## src/rtl/mod_counter_if.sv

```systemverilog
`default_nettype none
// +---------------------------------------------------------------------------+
// | mod_counter_if : control, data and display signals of one counter stage   |
// | Rev 1.0                                                                   |
// +---------------------------------------------------------------------------+
interface mod_counter_if #(
   parameter int WIDTH = 6
);
   logic             load;
   logic [WIDTH-1:0] data;
   logic             cnt_in;
   logic             down;
   logic [WIDTH-1:0] max_in;
   logic             enable;
   logic [WIDTH-1:0] count;
   logic [WIDTH-1:0] databus;
   logic             cnt_out;
   logic             load_err;

   modport master (
      output load, data, cnt_in, down, max_in, enable,
      input  count, databus, cnt_out, load_err
   );

   modport slave (
      input  load, data, cnt_in, down, max_in, enable,
      output count, databus, cnt_out, load_err
   );
endinterface
`default_nettype wire

```

## src/rtl/mod_counter.sv

```systemverilog
`default_nettype none
// +---------------------------------------------------------------------------+
// | mod_counter : cascadable up/down modulo counter with runtime upper limit  |
// | Rev 1.0                                                                   |
// +---------------------------------------------------------------------------+
module mod_counter #(
   parameter int WIDTH     = 6,
   parameter int MIN_VAL   = 0,
   parameter int MAX_VAL   = 59,
   parameter int RESET_VAL = MIN_VAL
) (
   input  wire logic     clk,
   input  wire logic     clear_n,
   mod_counter_if.slave  bus
);

   localparam logic [WIDTH-1:0] c_min   = WIDTH'(MIN_VAL);
   localparam logic [WIDTH-1:0] c_max   = WIDTH'(MAX_VAL);
   localparam logic [WIDTH-1:0] c_reset = WIDTH'(RESET_VAL);

   logic [WIDTH-1:0] count_q, count_d;
   logic             load_err_q, load_err_d;

   logic             w_max_ge_min;
   logic             w_data_ge_min;
   logic [WIDTH-1:0] w_lim;
   logic             w_data_ok;
   logic             w_at_min;
   logic             w_at_top;
   logic             w_term;

   // A zero floor makes the lower-bound compares trivially true.
   generate
      if (MIN_VAL == 0) begin : g_min_zero
         assign w_max_ge_min  = 1'b1;
         assign w_data_ge_min = 1'b1;
      end else begin : g_min_nonzero
         assign w_max_ge_min  = (bus.max_in >= c_min);
         assign w_data_ge_min = (bus.data >= c_min);
      end
   endgenerate

   assign w_lim     = (w_max_ge_min && (bus.max_in <= c_max)) ? bus.max_in : c_max;
   assign w_data_ok = w_data_ge_min && (bus.data <= w_lim);
   assign w_at_min  = (count_q == c_min);
   assign w_at_top  = (count_q >= w_lim);
   assign w_term    = bus.down ? w_at_min : w_at_top;

   always_comb begin
      count_d    = count_q;
      load_err_d = 1'b0;
      if (bus.load) begin
         if (w_data_ok) begin
            count_d = bus.data;
         end else begin
            load_err_d = 1'b1;
         end
      end else if (bus.cnt_in) begin
         if (!bus.down) begin
            count_d = w_at_top ? c_min : count_q + WIDTH'(1);
         end else if (w_at_min || (count_q > w_lim)) begin
            count_d = w_lim;
         end else begin
            count_d = count_q - WIDTH'(1);
         end
      end
   end

   always_ff @(posedge clk) begin
      if (!clear_n) begin
         count_q    <= c_reset;
         load_err_q <= 1'b0;
      end else begin
         count_q    <= count_d;
         load_err_q <= load_err_d;
      end
   end

   assign bus.count    = count_q;
   assign bus.databus  = {WIDTH{bus.enable}} & count_q;
   assign bus.cnt_out  = bus.cnt_in & ~bus.load & clear_n & w_term;
   assign bus.load_err = load_err_q;

endmodule
`default_nettype wire

```

## src/flat_wrapper.sv

```systemverilog
// flat-port wrapper written by rule: the top's interface ports become plain ports
module mod_counter_flat 
#(
   parameter int WIDTH     = 6,
   parameter int MIN_VAL   = 0,
   parameter int MAX_VAL   = 59,
   parameter int RESET_VAL = MIN_VAL
)
  (clk, clear_n, bus_load, bus_data, bus_cnt_in, bus_down, bus_max_in, bus_enable, bus_count, bus_databus, bus_cnt_out, bus_load_err);
  mod_counter_if #(.WIDTH(WIDTH)) bus_i ();
  input  wire logic clk;
  input  wire logic clear_n;
  input wire logic [$bits(bus_i.load)-1:0] bus_load;
  input wire logic [$bits(bus_i.data)-1:0] bus_data;
  input wire logic [$bits(bus_i.cnt_in)-1:0] bus_cnt_in;
  input wire logic [$bits(bus_i.down)-1:0] bus_down;
  input wire logic [$bits(bus_i.max_in)-1:0] bus_max_in;
  input wire logic [$bits(bus_i.enable)-1:0] bus_enable;
  output wire logic [$bits(bus_i.count)-1:0] bus_count;
  output wire logic [$bits(bus_i.databus)-1:0] bus_databus;
  output wire logic [$bits(bus_i.cnt_out)-1:0] bus_cnt_out;
  output wire logic [$bits(bus_i.load_err)-1:0] bus_load_err;
  assign bus_i.load = bus_load;
  assign bus_i.data = bus_data;
  assign bus_i.cnt_in = bus_cnt_in;
  assign bus_i.down = bus_down;
  assign bus_i.max_in = bus_max_in;
  assign bus_i.enable = bus_enable;
  assign bus_count = bus_i.count;
  assign bus_databus = bus_i.databus;
  assign bus_cnt_out = bus_i.cnt_out;
  assign bus_load_err = bus_i.load_err;
  mod_counter #(.WIDTH(WIDTH), .MIN_VAL(MIN_VAL), .MAX_VAL(MAX_VAL), .RESET_VAL(RESET_VAL)) u_core (.clk(clk), .clear_n(clear_n), .bus(bus_i));
endmodule
```

## config.mk

```make
export PLATFORM = sky130hd
export DESIGN_NAME = mod_counter_flat
export DESIGN_NICKNAME = d
export VERILOG_FILES = /design/src/rtl/mod_counter_if.sv /design/src/rtl/mod_counter.sv /design/src/flat_wrapper.sv
export SDC_FILE = /design/constraint.sdc
export NUM_CORES = 1
export LEC_CHECK = 0
export ABC_AREA = 1
export CELL_PAD_IN_SITES_DETAIL_PLACEMENT = 0
export CELL_PAD_IN_SITES_GLOBAL_PLACEMENT = 1
export CORE_ASPECT_RATIO = 0.75
export CORE_MARGIN = 2
export CORE_UTILIZATION = 32
export DETAILED_ROUTE_END_ITERATION = 10
export PLACE_DENSITY = 0.77
export SYNTH_ARGS = -nofsm -noshare
export SYNTH_HDL_FRONTEND = slang
export SYNTH_SLANG_ARGS = --single-unit
```

## constraint.sdc

```tcl
create_clock -name clk -period 3.2 [get_ports clk]
set_input_delay 0.8 -clock clk [delete_from_list [all_inputs] [get_ports clk]]
set_output_delay 0.8 -clock clk [all_outputs]
set_load 0.01 [all_outputs]
```

==> qor.txt <==
Post-Syn Instances: 184
Type of the worst min-delay path: reg -> reg
Mean area per synthesized cell: 6.100 sq um
Post-Syn Area: 1122 sq um
Detailed Place HPWL: 2.907 mm
First-pass iteration count of the detailed router: 4
Via density: 4.775
Clock Root Buffer: clkbuf_8
Max incr delay on CP: 320 ps
Cell leakage power: 0.9011 nW
Full die area: 4002 sq um
Post-synthesis xor/xnor area fraction: 6.243%
Initial antenna violation count: 0
Number of max-cap violations: 0
Power density cells: 343.6 nW/um^2
Antenna viol nets, final: 0
FF+latch count, synth: 7
H-tree level count: 1
IO buf count: 31
DRT iter0 DRCs: 55
Crit Path Class: in -> out
Commonest non-fill, non-tap cell in the layout: nand2_1
Area grow syn2layout: 49.61%
Yosys Warn Count: 0
Max transition margin: 75.10%
Largest family of logic cells by synthesized area: simple AND/OR/NAND/NOR gates
DP Area: 1597 sq um
Synth top area share: 17.06%
Tcrit/Tclk final: 95.68%
Number of top-level pins: 32
Layout Skew: 2.472 ps
CTS tree: done
Post-synth top area cell: nand2_1
Buf/Inv on CP: 6
Design area: 1679 sq um
Worst Setup End Kind: primary output
Critical Path, Cell by Cell: buf_6 > nand4_1 > inv_2 > nor2_2 > inv_2 > ha_1 > o21bai_1 > nand2_2 > nand2_2 > inv_2 > a221o_1 > inv_2 > buf_6
Final std cells w/o fill: 275
Compound-Gate Fraction of Synth Area: 8.919%
Setup Viol. Count Final: 0
Detailed Route WL: 3.561 mm
Worst skew pair latency: 230 ps
Seq/Total Area, Yosys: 12.49%
Top cells by area, synth: nand2_1 (17%), ha_1 (14%), dfxtp_1 (12%)
Worst Tran Pin Value: 372.9 ps
Die H: 55.29 microns
Highest-count cells in the layout ignoring fill and taps: nand2_1 (51), inv_1 (27), nand3_1 (24), clkdlybuf4s50_1 (24), buf_4 (19)
CTS Hold Buffers Added: 0
Minimum clock period: 3062 ps
DR vias: 1313
WP data required: 2400 ps
Worst IR Drop VDD: 0.2921 mV
Most common cell on crit path: inv_2
Post-Syn Nets: 215
Share of cells above drive strength 1: 22.98%
CTS max path bufs: 2
Initial Util: 33.67%
Routed length per instance: 12.95 microns
Gr usage total: 18.90%
CP Max Fanout: 2
Gpl congestion: 0.9721
Setup ws final: 138.3 ps
Fmax: 326.6 MHz
ANT cells: 0
Post-synthesis cell type count: 27
Core footprint: 3333 sq um
Grt ovf: 0
DRC violations left: 0
Die width: 72.39 microns
Largest net degree at the start of global routing: 11
Vias in the first global route: 1256
# clock sinks: 7
Place WS: -699.3 ps
Adder-Cell Fraction of Synth Area: 14.49%
Simple-Gate Fraction of Synth Area: 44.59%
Worst setup SP type: input pin
Reg clk slew, reported paths: 40 ps
Placed Cells: 270
Std cell rows: 18
Slowest cell on crit path: a221o_1
Inserted Clock Buffers: 3
Worst Path Arrival: 2260 ps
First-pass GRT wire length: 5.954 mm
Run status: completed
Mux cell area share after synthesis: 0%
Crit path max-delay family: compound AO/OA/AOI/OAI gates
Final hold vios: 0
Final #Nets: 267
Pins over their slew limit: 0
## per-stage QoR
| stage | hold WS (ps) | TNS [ps] | utilization (%) | power [mW] |
|---|---|---|---|---|
| after floorplan | 564.2 | 0 | - | 0.3159 |
| after global placement | 636.0 | -671.7 | 47.90 | 0.4474 |
| after detailed placement | 642.3 | -699.3 | 47.90 | 0.4499 |
| after CTS | 662.5 | 0 | 49.21 | 0.5768 |
| after global routing | 693.8 | -2.658 | 50.38 | 0.6301 |
| final | 654.6 | 0 | 50.38 | 0.5769 |
## final timing paths
check | cells past startpoint | to | slack [ps] | from
min reg2reg | 3 | u_core.bus.count[0] | 650 | u_core.bus.count[0]
max reg2reg | 13 | u_core.bus.count[3] | 1250 | u_core.bus.count[3]
min | 3 | u_core.bus.count[0] | 650 | u_core.bus.count[0]
max | 13 | bus_cnt_out | 140 | bus_max_in[2]
## registers in the layout, indices dropped and copies added (netlist names)
register and cells:
u_core.bus.load_err 1, u_core.bus.count 6
## repair_timing
action | 4_1_cts | 5_1_grt
resized for setup | 16 | 15
setup buffers | 0 | 1
endpoints found under the setup margin | 1 | 1
pin swaps | 5 | 7
## metal layers
| metal | global-route usage, % | part of all wire, % |
|---|---|---|
| met1 | 28.89 | 51 |
| met2 | 27.92 | 43 |
| met3 | 1.460 | 4.8 |
| met4 | 5.820 | 1.2 |
| met5 | 0 | 0 |
## cell families after synthesis
group	after synthesis
and+or+nand+nor	104
DFF	7
adders and majority gates	13
buffers and inverters	37
xor gates and xnor gates	8
AOI/OAI and AO/OA	15
## worst min-delay path: stages, from the launching register on
cell and delay, ps:
dfxtp_1 310, buf_4 160, nand2_1 80, a21oi_2 50
## cells in the mapped netlist
cell and n:
a221o_1 1, a21oi_2 3, or2_2 3, inv_2 3, dfxtp_1 7, nand3_1 24, nor2_4 1, o21ai_2 1
nand3b_1 1, inv_1 31, nor2_2 1, xor2_1 7, buf_2 2, a21oi_1 7, nand4_4 1, nand2_1 51
buf_6 1, nand4_1 2, o21ai_1 1, nand3_2 2, nand2_2 3, nor3_1 1, nand2_4 2, o21bai_1 2
xnor2_1 1, ha_1 13, nor2_1 12
## cell type report
| class | instances | area (sq um) |
|---|---|---|
| clock buffers | 4 | 45.04 |
| fillers | 349 | 1654 |
| inverters | 34 | 127.6 |
| multi-input cells | 140 | 855.8 |
| flip-flops and latches | 7 | 140.1 |
| well taps | 40 | 50.05 |
| repair buffers | 50 | 460.4 |
## report_power, final
group | internal (mW) | switching, mW | leakage (nW)
Sequential | 0.0981 | 0.0169 | 0.0581
Clock | 0.0860 | 0.0366 | 0.0228
Combinational | 0.156 | 0.183 | 0.820
Power figures use the tool's default switching activity.
